===== src/rtl/shift_amount_detector_pkg.sv =====
// Shared types and constants for shift_amount_detector.
// Optional search-cycle reporting is enabled by defining SHIFT_DETECT_CYCLES_EN.
package shift_detect_pkg;

  typedef enum logic [1:0] {
    IDLE,
    SEARCH,
    DONE
  } state_t;

  localparam logic DIR_LEFT  = 1'b0;
  localparam logic DIR_RIGHT = 1'b1;

  localparam int unsigned DEF_BUSWIDTH   = 16;
  localparam int unsigned DEF_SHIFTWIDTH = 4;

endpackage


===== src/rtl/shift_amount_detector_if.sv =====
// Operand/result handshake bundle for shift_amount_detector.
// master = operand producer / result consumer, slave = the detector.
interface shift_amount_detector_if #(
  parameter int unsigned BUSWIDTH   = 16,
  parameter int unsigned SHIFTWIDTH = 4
);
  logic                  in_valid;
  logic                  in_ready;
  logic [BUSWIDTH-1:0]   orig_in;
  logic [BUSWIDTH-1:0]   shifted_in;
  logic                  rotation;
  logic                  out_valid;
  logic                  out_ready;
  logic                  found;
  logic [SHIFTWIDTH-1:0] shift_val;
  logic                  direction;

  modport master (
    output in_valid, orig_in, shifted_in, rotation, out_ready,
    input  in_ready, out_valid, found, shift_val, direction
  );

  modport slave (
    input  in_valid, orig_in, shifted_in, rotation, out_ready,
    output in_ready, out_valid, found, shift_val, direction
  );
endinterface


===== src/rtl/shift_amount_detector_candidate_cmp.sv =====
// Combinational test of one candidate shift amount k in both directions.
module shift_candidate_cmp #(
  parameter int unsigned BUSWIDTH   = 16,
  parameter int unsigned SHIFTWIDTH = 4
) (
  input  logic [BUSWIDTH-1:0]   orig,
  input  logic [BUSWIDTH-1:0]   shifted,
  input  logic                  rotation,
  input  logic [SHIFTWIDTH-1:0] k,
  output logic                  match_left,
  output logic                  match_right
);
  logic [2*BUSWIDTH-1:0] dbl;
  logic [2*BUSWIDTH-1:0] dbl_l;
  logic [2*BUSWIDTH-1:0] dbl_r;
  logic [BUSWIDTH-1:0]   cand_l;
  logic [BUSWIDTH-1:0]   cand_r;

  // Rotations come from shifting the word concatenated with itself.
  always_comb begin
    dbl    = {orig, orig};
    dbl_l  = dbl << k;
    dbl_r  = dbl >> k;
    cand_l = rotation ? dbl_l[2*BUSWIDTH-1:BUSWIDTH] : (orig << k);
    cand_r = rotation ? dbl_r[BUSWIDTH-1:0]          : (orig >> k);
    match_left  = (cand_l == shifted);
    match_right = (cand_r == shifted);
  end
endmodule


===== src/rtl/shift_amount_detector.sv =====
// Recovers shift amount and direction from an original/shifted word pair,
// one candidate per cycle. SHIFT_DETECT_CYCLES_EN adds the search_cycles port.
module shift_amount_detector
  import shift_detect_pkg::*;
#(
  parameter int unsigned BUSWIDTH   = DEF_BUSWIDTH,
  parameter int unsigned SHIFTWIDTH = DEF_SHIFTWIDTH
) (
  input  logic                clk,
  input  logic                rst,
`ifdef SHIFT_DETECT_CYCLES_EN
  output logic [SHIFTWIDTH:0] search_cycles,
`endif
  shift_amount_detector_if.slave bus
);
  state_t                state, state_nx;
  logic [SHIFTWIDTH-1:0] k;
  logic [BUSWIDTH-1:0]   orig_q;
  logic [BUSWIDTH-1:0]   shifted_q;
  logic                  rot_q;
  logic                  found_q;
  logic [SHIFTWIDTH-1:0] shift_val_q;
  logic                  dir_q;
  logic                  match_left;
  logic                  match_right;
  logic                  last_k;
`ifdef SHIFT_DETECT_CYCLES_EN
  logic [SHIFTWIDTH:0]   cycles_q;
`endif

  shift_candidate_cmp #(
    .BUSWIDTH   (BUSWIDTH),
    .SHIFTWIDTH (SHIFTWIDTH)
  ) u_cmp (
    .orig        (orig_q),
    .shifted     (shifted_q),
    .rotation    (rot_q),
    .k           (k),
    .match_left  (match_left),
    .match_right (match_right)
  );

  assign last_k = (k == SHIFTWIDTH'(BUSWIDTH - 1));

  always_ff @(posedge clk or posedge rst) begin
    if (rst) begin
      state       <= IDLE;
      k           <= '0;
      orig_q      <= '0;
      shifted_q   <= '0;
      rot_q       <= 1'b0;
      found_q     <= 1'b0;
      shift_val_q <= '0;
      dir_q       <= DIR_LEFT;
`ifdef SHIFT_DETECT_CYCLES_EN
      cycles_q    <= '0;
`endif
    end else begin
      state <= state_nx;
      case (state)
        IDLE: begin
          if (bus.in_valid) begin
            orig_q    <= bus.orig_in;
            shifted_q <= bus.shifted_in;
            rot_q     <= bus.rotation;
            k         <= '0;
          end
        end
        SEARCH: begin
          // Left is tested first so it wins any tie at the same k.
          if (match_left || match_right) begin
            found_q     <= 1'b1;
            shift_val_q <= k;
            dir_q       <= match_left ? DIR_LEFT : DIR_RIGHT;
`ifdef SHIFT_DETECT_CYCLES_EN
            cycles_q    <= (SHIFTWIDTH+1)'(k) + 1'b1;
`endif
          end else if (last_k) begin
            found_q     <= 1'b0;
            shift_val_q <= '0;
            dir_q       <= DIR_LEFT;
`ifdef SHIFT_DETECT_CYCLES_EN
            cycles_q    <= (SHIFTWIDTH+1)'(BUSWIDTH);
`endif
          end else begin
            k <= k + 1'b1;
          end
        end
        default: ;
      endcase
    end
  end

  always_comb begin
    state_nx = state;
    case (state)
      IDLE:    if (bus.in_valid) state_nx = SEARCH;
      SEARCH:  if (match_left || match_right || last_k) state_nx = DONE;
      DONE:    if (bus.out_ready) state_nx = IDLE;
      default: state_nx = IDLE;
    endcase
  end

  always_comb begin
    bus.in_ready  = (state == IDLE);
    bus.out_valid = (state == DONE);
    bus.found     = found_q;
    bus.shift_val = shift_val_q;
    bus.direction = dir_q;
`ifdef SHIFT_DETECT_CYCLES_EN
    search_cycles = cycles_q;
`endif
  end
endmodule


===== src/flat_wrapper.sv =====
// flat-port wrapper written by rule: the top's interface ports become plain ports
module shift_amount_detector_flat import shift_detect_pkg::*;
#(
  parameter int unsigned BUSWIDTH   = DEF_BUSWIDTH,
  parameter int unsigned SHIFTWIDTH = DEF_SHIFTWIDTH
)
  (clk, rst, bus_in_valid, bus_orig_in, bus_shifted_in, bus_rotation, bus_out_ready, bus_in_ready, bus_out_valid, bus_found, bus_shift_val, bus_direction);
  shift_amount_detector_if #(.BUSWIDTH(BUSWIDTH), .SHIFTWIDTH(SHIFTWIDTH)) bus_i ();
  input  logic clk;
  input  logic rst;
  input wire logic [$bits(bus_i.in_valid)-1:0] bus_in_valid;
  input wire logic [$bits(bus_i.orig_in)-1:0] bus_orig_in;
  input wire logic [$bits(bus_i.shifted_in)-1:0] bus_shifted_in;
  input wire logic [$bits(bus_i.rotation)-1:0] bus_rotation;
  input wire logic [$bits(bus_i.out_ready)-1:0] bus_out_ready;
  output wire logic [$bits(bus_i.in_ready)-1:0] bus_in_ready;
  output wire logic [$bits(bus_i.out_valid)-1:0] bus_out_valid;
  output wire logic [$bits(bus_i.found)-1:0] bus_found;
  output wire logic [$bits(bus_i.shift_val)-1:0] bus_shift_val;
  output wire logic [$bits(bus_i.direction)-1:0] bus_direction;
  assign bus_i.in_valid = bus_in_valid;
  assign bus_i.orig_in = bus_orig_in;
  assign bus_i.shifted_in = bus_shifted_in;
  assign bus_i.rotation = bus_rotation;
  assign bus_i.out_ready = bus_out_ready;
  assign bus_in_ready = bus_i.in_ready;
  assign bus_out_valid = bus_i.out_valid;
  assign bus_found = bus_i.found;
  assign bus_shift_val = bus_i.shift_val;
  assign bus_direction = bus_i.direction;
  shift_amount_detector #(.BUSWIDTH(BUSWIDTH), .SHIFTWIDTH(SHIFTWIDTH)) u_core (.clk(clk), .rst(rst), .bus(bus_i));
endmodule

===== config.mk =====
export PLATFORM = sky130hd
export DESIGN_NAME = shift_amount_detector_flat
export DESIGN_NICKNAME = d
export VERILOG_FILES = /design/src/rtl/shift_amount_detector_pkg.sv /design/src/rtl/shift_amount_detector_if.sv /design/src/rtl/shift_amount_detector_candidate_cmp.sv /design/src/rtl/shift_amount_detector.sv /design/src/flat_wrapper.sv
export SDC_FILE = /design/constraint.sdc
export NUM_CORES = 1
export LEC_CHECK = 0
export ABC_AREA = 1
export BUFFER_PORTS_ARGS = -buffer_cell sky130_fd_sc_hd__buf_4
export CORE_ASPECT_RATIO = 1.4
export CORE_UTILIZATION = 53
export DETAILED_ROUTE_END_ITERATION = 10
export PLACE_DENSITY = 0.71
export SLEW_MARGIN = 20
export SYNTH_ARGS = -nofsm -noshare
export SYNTH_HDL_FRONTEND = slang
export SYNTH_SLANG_ARGS = --single-unit

===== constraint.sdc =====
create_clock -name clk -period 5.9 [get_ports clk]
set_input_delay 0.885 -clock clk [delete_from_list [all_inputs] [get_ports clk]]
set_output_delay 0.885 -clock clk [all_outputs]
set_load 0.02 [all_outputs]

# After elaboration in Yosys (flattened, before gate mapping)
# Cells that the tools add are included.
[totals]
ff_bits = 45
out_inout_bits = 8
elab_cells = 48
[op_classes]
n_addsub = 1
n_eq_ne = 10
n_shift = 4
n_mux = 16
reduce_logical = 9
[ops]
columns = ["op", "n"]
rows = [
  ["16-bit == test", 2],
  ["16-bit 2-to-1 mux", 2],
  ["32-bit by 4-bit << shifter with 32-bit output", 1],
  ["32-bit by 4-bit >> shifter with 16-bit output", 1],
  ["4-bit 2-to-1 mux", 5],
  ["16-bit by 4-bit << shifter with 16-bit output", 1],
  ["16-bit by 4-bit >> shifter with 16-bit output", 1],
  ["2-bit inequality test, second input constant", 4],
  ["4-bit one-hot mux with 2 select lines", 1],
  ["2-bit 2-to-1 mux", 3],
  ["2-bit one-hot mux with 3 select lines", 1],
  ["4-bit by 1-bit adder with 4-bit output, second input constant", 1],
  ["4-bit == test, second input constant", 1],
  ["1-bit 2-to-1 mux", 4],
  ["2-bit AND reduction", 2],
  ["4-bit AND reduction", 1],
  ["2-bit nonzero test", 2],
  ["3-bit AND reduction", 1],
  ["2-bit by 1-bit == test with 1-bit output, second input constant", 1],
  ["2-bit == test, second input constant", 1],
  ["2-bit logical NOT", 1],
  ["1-bit logical OR", 2],
  ["2-bit by 1-bit inequality test with 1-bit output, second input constant", 1],
]

# Depth between registers and ports, before layout
# Gate-level depths: netlist (run 1).
[depth]
depth_word = 7
mapped_depth = 20
ltp_nobuf = 19

# By module
# From an unflattened synthesis (run 1), not the netlist that was laid out.
[unflattened]
cells_unflattened = 722
hier_area_um2 = 4187.8
[by_module_without_submodules]
columns = ["mod", "n_inst", "cells_each", "area_each_um2", "seq_area_each_um2"]
rows = [
  ["shift_candidate_cmp", 1, 511, 2314.7, 0.0],
  ["shift_amount_detector", 1, 211, 1873.0, 1126.1],
]

# Worst setup path after synthesis (run 1)
# No wires, ideal clock.
[synth_timing]
path_kind = "flip-flop to flip-flop"
from = "reg u_core.k[0]"
to = "reg u_core.shift_val_q[2], in the netlist u_core.bus.shift_val[2]"
setup_ps = 132
t_arrival_ps = 1834
setup_slack_ps = 3934
stages_incl_launch_ff = 19
path_buffers = 2
synth_period_minus_slack_ps = 1966
cell_sequence = "dfrtp_1 -> buf_6 -> buf_8 -> nor2_1 -> nor2_2 -> nand2_1 -> nand3_1 -> nand3_1 -> nand2_1 -> nand2_1 -> nand2_1 -> nor2_1 -> nand2_1 -> nor2_1 -> nand2_1 -> nand3_2 -> nand2_2 -> nand2_1 -> o21ai_1"
[synth_via]
elab_chain_len = 6
[synth_rtl]
columns = ["item", "line", "text"]
rows = [
  ["from (decl)", "shift_amount_detector.sv:17", "logic [SHIFTWIDTH-1:0] k;"],
  ["from (signal assigned)", "shift_amount_detector.sv:86", "k <= k + 1'b1;"],
  ["16-bit by 4-bit << shifter with 16-bit output (tied with other cells)", "shift_amount_detector_candidate_cmp.sv:24", "cand_l = rotation ? dbl_l[2*BUSWIDTH-1:BUSWIDTH] : (orig << k);"],
  ["16-bit 2-to-1 mux (on tied branches)", "shift_amount_detector_candidate_cmp.sv:24, shift_amount_detector_candidate_cmp.sv:25", ""],
  ["16-bit == test (on tied branches)", "shift_amount_detector_candidate_cmp.sv:26, shift_amount_detector_candidate_cmp.sv:27", ""],
  ["1-bit logical OR", "shift_amount_detector.sv:71", "if (match_left || match_right) begin"],
  ["2-bit nonzero test (no source line)", "n/a", ""],
  ["2-bit AND reduction (no source line)", "n/a", ""],
  ["to (signal assigned)", "shift_amount_detector.sv:73", "shift_val_q <= k;"],
  ["to (decl)", "shift_amount_detector.sv:22", "logic [SHIFTWIDTH-1:0] shift_val_q;"],
]
# Several ways; a longest one is shown, not always the timed one.
# A chain may end at the register's enable or synchronous reset.

# Final worst setup path (run 1)
[layout_timing]
from = "reg u_core.k[0]"
to = "reg u_core.shift_val_q[3], in the netlist u_core.bus.shift_val[3]"
# The elaborated chain is that of the path after synthesis.

==> results of run 1 <==
[tightest hold or removal path, cell delays in order (launching register included)]
cell	delay [ns]
dfrtp_1	0.36
nand2_1	0.05
nand2_1	0.05
[cells by family (layout without fill, tap and decap cells)]
kind of cell | Yosys count | count (layout) | synth area share (%)
flops | 45 | 45 | 28.0
compound gates | 37 | 37 | 4.66
xor+xnor | 3 | 3 | 0.653
simple gates | 521 | 521 | 56.0
fa+ha+maj | 1 | 1 | 0.311
buf+inv | 79 | 102 | 8.99
mux | 5 | 5 | 1.40
[placed cells by master, fill, tap and decap left out, types with 6 or more instances in the layout]
| cell type | synthesis | layout |
|---|---|---|
| dfrtp_1 | 45 | 45 |
| o21ai_1 | 6 | 6 |
| nand2_1 | 261 | 260 |
| nand3_1 | 172 | 172 |
| a21oi_1 | 29 | 29 |
| nand2_2 | 7 | 8 |
| nand4_1 | 16 | 16 |
| buf_4 | 4 | 47 |
| nor2_1 | 58 | 58 |
| inv_1 | 43 | 42 |
[area by class of cell]
type	count	area, um^2	area share, %
Clock buffer	6	72.6	1.64
Sequential cell	45	1130	25.4
Timing Repair Buffer	47	353	7.96
Multi-Input combinational cell	567	2540	57.3
Clock inverter	2	38.8	0.875
Tap cell	97	121	2.74
Inverter	47	180	4.07
[routing by layer]
layer  GRT usage (%)  share of wire, %  vias up
li1                -                 -     2302
met1            44.5                39     2216
met2            60.4                47      242
met3            8.10               7.5       55
met4            21.7               6.5        0
met5               0                 0        -
[where the power goes]
group / switching [mW] / total (mW) / internal [mW]
clock: 0.127 / 0.254 / 0.128
sequential: 0.164 / 0.596 / 0.433
combinational: 1.65 / 2.37 / 0.725
total: 1.94 / 3.22 / 1.29
[through the flow]
step                power, mW  worst slack, ns  instances  instance area (um^2)
finish                   3.22             2.51        811                  4430
global placement         2.85             2.75        803                  4320
detailed placement       2.87             2.67        803                  4320
floorplan                2.32             3.93        691                  4020
global route             3.52             2.24        811                  4430
CTS                      3.13             2.64        811                  4430
[path summary, 6_finish.rpt]
| kind | endpoint | slack, ns | depth (start not counted) |
|---|---|---|---|
| worst min register to register | u_core.bus.found | 0.49 | 2 |
| worst max register to register | u_core.bus.shift_val[3] | 2.51 | 17 |
| worst max-delay path | u_core.bus.shift_val[3] | 2.51 | 17 |
| worst min-delay path | u_core.bus.found | 0.49 | 2 |
| max in group asynchronous | u_core.orig_q[9] | 4.71 | 2 |
| min in group asynchronous | u_core.orig_q[5] | 0.70 | 2 |
[registers in the layout (all words and copies together) (netlist names)]
name	flops
u_core.bus.direction	1
u_core.bus.found	1
u_core.bus.shift_val	4
u_core.k	4
u_core.orig_q	16
u_core.rot_q	1
u_core.shifted_q	16
u_core.state	2
==> summary.txt, run 1 <==
Power
  • Power Density: roughly 730 nW/um^2
  • Leakage Power: roughly 2.5 nW
  • Max IR drop VDD: a little under 0.5 mV

Synthesis
  • YS warnings: 0
  • Syn nets: ~730
  • Sequential cell area fraction in the yosys report: between 20 and 30%
  • Post-Syn Area per Cell: 5.82 um^2
  • Post-synthesis cell area: just over 4000 um^2
  • Synth cell types: 27
  • Synth Register Bits: 45
  • Synth Instances: 691
  • Synth Flop Type: dfrtp_1
  • Top-count cell post-synth: nand2_1
  • Top post-synthesis cells by area: dfrtp_1 28%, nand2_1 24%, nand3_1 21%, nor2_1 5.4%, inv_1 4.0%
  • Top cells by count, synth: 261 x nand2_1, 172 x nand3_1, 58 x nor2_1
  • Post-synth EDFFs: 0
  • Synth area leader: dfrtp_1
  • FFs w/ async S/R, synth: 100%
  • Synth top area share: 28.0%

Die
  • Die area: ~8000 um^2
  • Core Rows: 37
  • Die H: ~110 um
  • Initial Util: 54.7%
  • Core footprint: 7360 um^2
  • Chip Width: ~76 um
  • Io pins: 45

Place
  • HPWL after DPL: around 10000 um
  • IO buf count: 44
  • Routability cong.: around 1.1

Clock tree
  • Clock latency on the worst-skew pair: around 0.33 ns
  • CTS Hold Bufs: 0
  • Post-CTS Setup Bufs: 0
  • Clk sinks: 45
  • Post-CTS resize count: 0
  • Clk slew on worst S/H paths: roughly 0.090 ns
  • H-tree levels: 2
  • Clock tree buffer depth: 2
  • Num CTS Buffers: 5
  • CTS tree: done
  • CTS root buf: clkbuf_8

Worst setup path
  • Max stage delay on crit path: 0.97 ns
  • Crit-path cells: inv_2, nand2_1, nand2_1, nand2_1, nand3_1, nand3_1, nand2_1, nand2_1, nand2_1, nor2_1, nand2_1, nor2_1, nand2_1, nand3_2, nand2_2, nand2_1, o21ai_1
  • Startpoint types: register
  • Critical path type: reg2reg
  • Crit-path leading delay family: simple AND/OR/NAND/NOR gates
  • CP Data Arrival Time: 3.58 ns
  • Critical Path Start: u_core.k[0]
  • R2R Path Start: u_core.k[0]
  • Most used cell, CP: nand2_1
  • Buf/Inv on CP: 1
  • Setup crit end kind: register
  • Required time of the critical path: around 6.1 ns
  • Crit-path max FO: 30
  • CP max-delay cell: dfrtp_1

Finish
  • Number of diodes: 0
  • Fillers: 740
  • Share of layout cells above drive strength 1: 10.5%
  • Fin nets: around 750
  • Post-Route Utilization: 60.2%
  • Area delta synth->final: 10.1%

STA
  • Setup TNS: 0 ns
  • Tcrit/Tclk final: between 50% and 60%
  • RSZ-0062 raised after global routing: no
  • Slew Limit Fails: 0
  • Least-Margin Pin Slew: 0.943 ns
  • Hold slack: about 0.49 ns
  • Clock skew: ~0.012 ns
  • Min Tclk post-route: 3.39 ns
  • Final Hold Viols: 0
  • Slew headroom: a little under two fifths
  • FMAX: roughly 300 MHz
  • Endpoints failing setup: 0

Drt
  • Final ANT Viol Nets: 0
  • Residual DRC: 0
  • 1st-pass router iterations: 5
  • DR WL/cell: around 17 um
  • Via count: 4815
  • Routed vias/inst: 5.94
  • Total routed wirelength: 14100 um
  • Drt initial violations: approximately 370

GRT
  • First-pass GRT wire length: between 20000 and 25000 um
  • Initial antenna violation count: 0
  • Total gr overflow: 0
  • Largest net degree at the start of global routing: 66
  • Vias in the first global route: between 4000 and 5000
  • Total Routing Usage GR: between 30% and 40%

Run
  • Max Cap Viol: 0

Status
  • Outcome: finished clean

Min path
  • Hold/Removal Path Class: reg2reg
  • Worst Hold Launch: u_core.bus.found
Note: power is estimated with default switching activity, not from simulation.
==> run 2: changes to the inputs <==
--- a/config.mk
+++ b/config.mk
@@ -5,12 +5,12 @@
 export SDC_FILE = /design/constraint.sdc
 export NUM_CORES = 1
 export LEC_CHECK = 0
-export ABC_AREA = 1
+export ABC_AREA = 0
 export BUFFER_PORTS_ARGS = -buffer_cell sky130_fd_sc_hd__buf_4
 export CORE_ASPECT_RATIO = 1.4
 export CORE_UTILIZATION = 53
 export DETAILED_ROUTE_END_ITERATION = 10
-export PLACE_DENSITY = 0.71
+export PLACE_DENSITY = 0.7
 export SLEW_MARGIN = 20
 export SYNTH_ARGS = -nofsm -noshare
 export SYNTH_HDL_FRONTEND = slang
==> constraint.sdc (replaced) <==
create_clock -name clk -period 3.13 [get_ports clk]
set_input_delay 0.4695 -clock clk [delete_from_list [all_inputs] [get_ports clk]]
set_output_delay 0.4695 -clock clk [all_outputs]
set_load 0.02 [all_outputs]
==> run 2 against run 1 <==
  * The flow now finishes with violations (negative setup slack)
  * Wire length is 40% higher
  * Core utilization up 17 points
  * Setup slack lost 2.8 ns
  * Final area rose by 52%
  * Non-clock buffer count grew 152
  * Sequential share of layout area is 8.6 points lower
  * First-iteration DRC count up 62%
  * Register-to-register slack lost 2.8 ns
  * Global-route usage rose by 6.4 points
  * Count of clock-buffer cells in the layout fell by 1
  * Largest power group unchanged
  * Highest routed layer unchanged
==> summary.txt, run 2 <==
Worst setup path
  • Required time of the critical path: 3.32 ns (-2.77 ns)
  • Most used cell, CP: buf_12
  • Critical path type: reg2reg
  • Crit-path cells: buf_8, buf_12, buf_12, mux2i_2, mux4_2, o221ai_2, xor2_1, or4_4, nor2_4, buf_6, buf_4, o211ai_1, o31ai_2
  • Slack of the worst reg-to-reg path: -0.30 ns (-2.81 ns)
  • R2r worst-path depth: 13 (-4)
  • Setup crit end kind: register
  • Buf/Inv on CP: 5 (+4)
  • Crit-path leading delay family: simple AND/OR/NAND/NOR gates
  • Crit-path max FO: 8 (-73%)
  • Critical Path Start: u_core.k[0]
  • CP max-delay cell: dfrtp_4
  • Critical path endpoint: u_core.k[0]
  • Worst R2R End: u_core.k[0]
  • Worst path depth: 13 (-4)
  • Startpoint types: register
  • R2R Path Start: u_core.k[0]
  • Max stage delay on crit path: 0.58 ns (-0.39 ns)
  • CP Data Arrival Time: 3.63 ns (+0.05 ns)

Synthesis
  • Synth cell types: 70 (+160%)
  • Synth area leader: dfrtp_1
  • YS warnings: 0 (unchanged)
  • Synth Flop Type: dfrtp_1
  • Syn nets: 606 (-17%)
  • Top post-synthesis cells by area: dfrtp_1 23%, mux4_2 15%, nand2_1 8.6%, mux2i_1 7.1%, mux2_2 3.3%
  • Post-Syn Area per Cell: 8.50 um^2 (+46%)
  • Sequential cell area fraction in the yosys report: 23.3% (-4.7 points)
  • Synth Instances: 568 (-18%)
  • Synth top area share: 23.3% (-4.7 points)
  • Post-synthesis cell area: 4830 um^2 (+20%)
  • FFs w/ async S/R, synth: 100% (unchanged)
  • Synth Register Bits: 45 (unchanged)
  • Top cells by count, synth: 111 x nand2_1, 45 x dfrtp_1, 39 x clkbuf_1
  • Post-synth EDFFs: 0 (unchanged)
  • Top-count cell post-synth: nand2_1

Clock tree
  • Num CTS Buffers: 5 (unchanged)
  • Clk sinks: 45 (unchanged)
  • Clock latency on the worst-skew pair: 0.29 ns (-0.04 ns)
  • CTS Hold Bufs: 0 (unchanged)
  • CTS tree: done
  • Clock tree buffer depth: 2 (unchanged)
  • H-tree levels: 2 (unchanged)
  • CTS root buf: clkbuf_16
  • Clk slew on worst S/H paths: 0.08 ns (about the same)

Finish
  • Most common cell after layout, fill and taps aside: buf_4
  • Share of layout cells above drive strength 1: 43.0% (+33 points)
  • Fin nets: 748 (-0.40%)
  • Fillers: 611 (-17%)
  • Biggest regs: u_core.orig_q: 16 flops, u_core.shifted_q: 16 flops
  • Number of diodes: 0 (unchanged)
  • Most frequent cells in the layout: 184 x buf_4, 110 x nand2_1, 41 x dfrtp_1
  • Area delta synth->final: 39.3%
  • Post-Route Utilization: 77.2% (+17 points)

Drt
  • Residual DRC: 0 (unchanged)
  • Routed vias/inst: 6.87 (+16%)
  • Via count: 5609 (+16%)
  • DR WL/cell: 24.2 um (+39%)
  • Total routed wirelength: 19800 um (+40%)
  • Final ANT Viol Nets: 0 (unchanged)
  • Drt initial violations: 605 (+62%)
  • 1st-pass router iterations: 7 (+2)

Place
  • HPWL after DPL: 14400 um (+38%)
  • IO buf count: 44 (unchanged)
  • Routability cong.: 1.03 (-4.7%)
  • Pre-CTS setup slack: -0.615 ns (-3.28 ns)

STA
  • Min Tclk post-route: 3.43 ns (+0.0423 ns)
  • Least-Margin Pin Slew: 0.795 ns (-0.148 ns)
  • RSZ-0062 raised after global routing: yes
  • Setup slack after layout: -0.305 ns (-2.81 ns)
  • Tcrit/Tclk final: 110% (+52 points)
  • Hold slack: 0.306 ns (-0.188 ns)
  • Final Hold Viols: 0 (unchanged)
  • Endpoints failing setup: 12 (+12)
  • FMAX: 291 MHz (-1.2%)
  • Slew Limit Fails: 0 (unchanged)
  • Slew headroom: 46.9% (+9.8 points)
  • Clock skew: 0.00787 ns (-0.00445 ns)

Power
  • Power Density: 1420 nW/um^2 (+95%)
  • Leakage Power: 3.01 nW (+21%)
  • Total power: 9.53 mW (+200%)
  • Max IR drop VDD: 0.774 mV (+56%)

Run
  • Max Cap Viol: 0 (unchanged)

Die
  • Core footprint: 8710 um^2 (+18%)
  • Die H: 115 um (+9.3%)
  • Core Rows: 40 (+8.1%)
  • Die area: 9500 um^2 (+19%)
  • Chip Width: 82.7 um (+9.3%)
  • Io pins: 45 (unchanged)
  • Initial Util: 55.4% (+0.77 points)

GRT
  • Initial antenna violation count: 0 (unchanged)
  • Met1 GRT Util: 51.8% (+7.3 points)
  • First-pass GRT wire length: 30400 um (+38%)
  • Total gr overflow: 0 (unchanged)
  • Largest net degree at the start of global routing: 46 (-30%)
  • Global-route track usage on met3: 9.52% (+1.4 points)
  • GR Layer Usage met2: 72.2% (+12 points)
  • Vias in the first global route: 5536 (+26%)
  • Gr busiest metal: met2
  • Total Routing Usage GR: 43.9% (+6.4 points)

Status
  • Outcome: finished with violations
  • Failing checks: negative setup slack

Min path
  • Hold/Removal Path Class: in2async
run 2: kinds of logic after synthesis:
family / after synthesis / synth area share, %
xor+xnor: 19 / 3.45
simple gates: 228 / 22.2
compound gates: 117 / 17.9
fa+ha+maj: 1 / 0.259
flops: 45 / 23.3
mux: 82 / 25.9
buf+inv: 76 / 6.89
run 2: per-stage QoR:
step           instances  setup TNS [ns]  cell area (um^2)
6_report             816           -3.23              6730
5_1_grt              816           -4.21              6730
4_1_cts              815           -2.07              6650
3_5_place_dp         788           -5.38              6070
3_3_place_gp         788           -4.94              6070
2_1_floorplan        568               0              4840
run 2: layout make-up:
type,count,area (um^2),area share (%)
multi-input cells,447,3620,53.8
repair buffers,199,1650,24.6
flip-flops and latches,45,1130,16.9
well taps,105,131,1.95
clock buffers,5,125,1.86
inverters,12,46.3,0.688
clock inverters,3,21.3,0.316
run 2: worst min-delay path by stage:
| stage | slack, ns | from | cells past startpoint | end |
|---|---|---|---|---|
| after floorplan | 0.51 | u_core.shifted_q[2] | 2 | u_core.shifted_q[2] |
| after detailed placement | 0.49 | u_core.bus.shift_val[0] | 1 | u_core.bus.shift_val[0] |
| after global routing | 0.36 | bus_out_ready | 2 | u_core.state[1] |
| after CTS | 0.35 | bus_out_ready | 2 | u_core.state[1] |
| after global placement | 0.48 | u_core.bus.shift_val[0] | 1 | u_core.bus.shift_val[0] |
| final | 0.31 | rst | 2 | u_core.orig_q[6] |
run 2: report_power, final:
group | total, mW | switching [mW] | internal, mW
sequential | 1.48 | 0.656 | 0.829
combinational | 7.48 | 3.66 | 3.82
clock | 0.565 | 0.266 | 0.299
run 2: per-layer routing:
metal	part of all wire, %	vias up
met5	0	-
met4	8.8	0
met3	9.5	149
met2	48	435
met1	34	2622
li1	-	2403
run 2: what timing repair did:
| action | in CTS | in global routing |
|---|---|---|
| pin swaps | 37 | 17 |
| cloned | 3 | 0 |
| setup buffers | 16 | 1 |
| gates resized for setup | 56 | 14 |
| endpoints found under the setup margin | 12 | 12 |
==> run 3: changes to the inputs <==
--- a/config.mk
+++ b/config.mk
@@ -11,6 +11,7 @@
 export CORE_UTILIZATION = 53
 export DETAILED_ROUTE_END_ITERATION = 10
 export PLACE_DENSITY = 0.7
+export RECOVER_POWER = 50
 export SLEW_MARGIN = 20
 export SYNTH_ARGS = -nofsm -noshare
 export SYNTH_HDL_FRONTEND = slang
==> run 3 against run 2 <==
  * The run ends with max-capacitance violations, max-slew violations, negative setup slack left
  * Via count barely moved
  * Count of clock-buffer cells in the layout did not move
  * First-iteration DRC count did not move
  * Sequential share of layout area about the same
  * Critical path depth decreased by 1
  * Largest cell class unchanged
  * Fmax fell by 0.13%
  * Cell count did not move
==> summary.txt, run 3 (same netlist as run 2, synthesis figures left out) <==
Clock tree
  • Clk sinks: 45 (unchanged)
  • Num CTS Buffers: 5 (unchanged)
  • Clock latency on the worst-skew pair: 0.29 ns (about the same)
  • CTS root buf: clkbuf_16
  • Clock tree buffer depth: 2 (unchanged)
  • Clk slew on worst S/H paths: 0.08 ns (about the same)
  • CTS tree: done
  • CTS Hold Bufs: 0 (unchanged)
  • H-tree levels: 2 (unchanged)

Drt
  • 1st-pass router iterations: 7 (unchanged)
  • DR WL/cell: 24.2 um (+0.13%)
  • Final ANT Viol Nets: 0 (unchanged)
  • Total routed wirelength: 19800 um (+0.13%)
  • Via count: 5607 (-0.036%)
  • Residual DRC: 0 (unchanged)
  • Routed vias/inst: 6.87 (about the same)
  • Drt initial violations: 605 (unchanged)

Finish
  • Most common cell after layout, fill and taps aside: buf_4
  • Number of diodes: 0 (unchanged)
  • Post-Route Utilization: 77.2% (about the same)
  • Fin nets: 748 (unchanged)
  • Most frequent cells in the layout: 183 x buf_4, 110 x nand2_1, 41 x dfrtp_1
  • Biggest regs: u_core.orig_q: 16 flops, u_core.shifted_q: 16 flops
  • Post-route insts no fill: 816 (unchanged)
  • Area delta synth->final: 39.3% (about the same)
  • Cell area after layout: 6720 um^2 (about the same)
  • Share of layout cells above drive strength 1: 42.9% (-0.14 points)

GRT
  • Initial antenna violation count: 0 (unchanged)
  • Total Routing Usage GR: 43.9% (unchanged)
  • First-pass GRT wire length: 30400 um (unchanged)
  • Total gr overflow: 0 (unchanged)
  • Vias in the first global route: 5536 (unchanged)
  • Largest net degree at the start of global routing: 46 (unchanged)

Run
  • Max Cap Viol: 1 (+1)

Worst setup path
  • Required time of the critical path: 3.31 ns (about the same)
  • Slack of the worst reg-to-reg path: -0.31 ns (about the same)
  • Crit-path max FO: 8 (unchanged)
  • Critical Path Start: u_core.k[0]
  • R2r worst-path depth: 12 (-1)
  • Critical path endpoint: u_core.bus.shift_val[2]
  • R2R Path Start: u_core.k[0]
  • Startpoint types: register
  • Critical path type: reg2reg
  • Setup crit end kind: register
  • Worst R2R End: u_core.bus.shift_val[2]
  • CP Data Arrival Time: 3.62 ns (about the same)

STA
  • Hold slack: 0.351 ns (+0.0448 ns)
  • Slew headroom: -35.9% (-83 points)
  • Setup slack after layout: -0.309 ns (-0.00433 ns)
  • Slew Limit Fails: 46 (+46)
  • RSZ-0062 raised after global routing: yes
  • Least-Margin Pin Slew: 2.03 ns (+1.23 ns)
  • Endpoints failing setup: 12 (unchanged)
  • Clock skew: 0.00824 ns (+0.000367 ns)
  • Tcrit/Tclk final: 110% (+0.14 points)
  • FMAX: 291 MHz (-0.13%)
  • Final Hold Viols: 0 (unchanged)
  • Min Tclk post-route: 3.44 ns (+0.00433 ns)

Die
  • Chip Width: 82.7 um (unchanged)
  • Initial Util: 55.4% (unchanged)
  • Core footprint: 8710 um^2 (unchanged)
  • Die H: 115 um (unchanged)
  • Die area: 9500 um^2 (unchanged)
  • Io pins: 45 (unchanged)
  • Core Rows: 40 (unchanged)

Power
  • Total power: 9.53 mW (about the same)
  • Max IR drop VDD: 0.769 mV (-0.57%)
  • Power Density: 1420 nW/um^2 (about the same)
  • Leakage Power: 3.00 nW (-0.25%)

Min path
  • Hold/Removal Path Class: in2reg

Status
  • Failing checks: max-capacitance violations, max-slew violations, negative setup slack
  • Outcome: finished with violations

Place
  • Routability cong.: 1.03 (unchanged)
  • IO buf count: 44 (unchanged)
  • # placed instances: 788 (unchanged)
  • Placed Area: 6070 um^2 (unchanged)
  • HPWL after DPL: 14400 um (unchanged)
-- run 3: cell types whose count changed in the layout (fill, tap and decap cells not counted) --
cell	before	now
clkinv_2	2	1
clkinvlp_2	0	1
buf_4	184	183
clkbuf_1	0	1
-- run 3: worst min path at each step --
stage                                       start                 endpoint  slack [ns]  depth (start not counted)
after global routing                bus_out_ready          u_core.state[1]        0.36                          2
after global placement    u_core.bus.shift_val[0]  u_core.bus.shift_val[0]        0.48                          1
after CTS                           bus_out_ready          u_core.state[1]        0.35                          2
after detailed placement  u_core.bus.shift_val[0]  u_core.bus.shift_val[0]        0.49                          1
final                               bus_out_ready          u_core.state[1]        0.35                          2
after floorplan               u_core.shifted_q[2]      u_core.shifted_q[2]        0.51                          2
-- run 3: what timing repair did --
action | in CTS | in global routing
endpoints found under the hold margin | 0 | 0
cloned | 3 | 0
gates resized for setup | 56 | 14
endpoints found under the setup margin | 12 | 12
setup buffers | 16 | 1
pin swaps | 37 | 17
-- run 3: layout make-up --
class / instances / area, um^2
multi-input combinational: 447 / 3620
fill: 610 / 1990
timing repair buffer: 199 / 1650
sequential: 45 / 1130
tap: 105 / 131
clock buffer: 5 / 125
inverter: 12 / 46.3
clock inverter: 3 / 21.3
-- run 3: per-stage QoR --
| stage | TNS [ns] | setup WS, ns |
|---|---|---|
| final | -3.27 | -0.309 |
| after global routing | -4.21 | -0.405 |
| after CTS | -2.07 | -0.209 |
| after detailed placement | -5.38 | -0.615 |
| after global placement | -4.94 | -0.589 |
| after floorplan | 0 | 0.00334 |
-- run 3: power by group --
part	switching [mW]	internal, mW
sequential	0.657	0.829
clock	0.266	0.299
combinational	3.66	3.82
-- run 3: worst max-delay path, stage by stage (launching register included) --
cell and delay (ns):
dfrtp_4 0.58, buf_8 0.18, buf_12 0.13, buf_12 0.13, mux2i_2 0.15, mux4_2 0.54
o221ai_2 0.24, xor2_1 0.10, or4_4 0.55, nor2_4 0.24, buf_6 0.15, o31ai_4 0.07
a32o_1 0.27
-- run 3: routing by layer --
metal	wire, um	vias to the layer above	global-route usage [%]	share of wire [%]
li1	-	2399	-	-
met2	9380	408	72.2	47
met1	6850	2646	51.8	35
met4	1770	0	25.2	8.9
met3	1780	154	9.52	9.0
met5	0	-	0	0
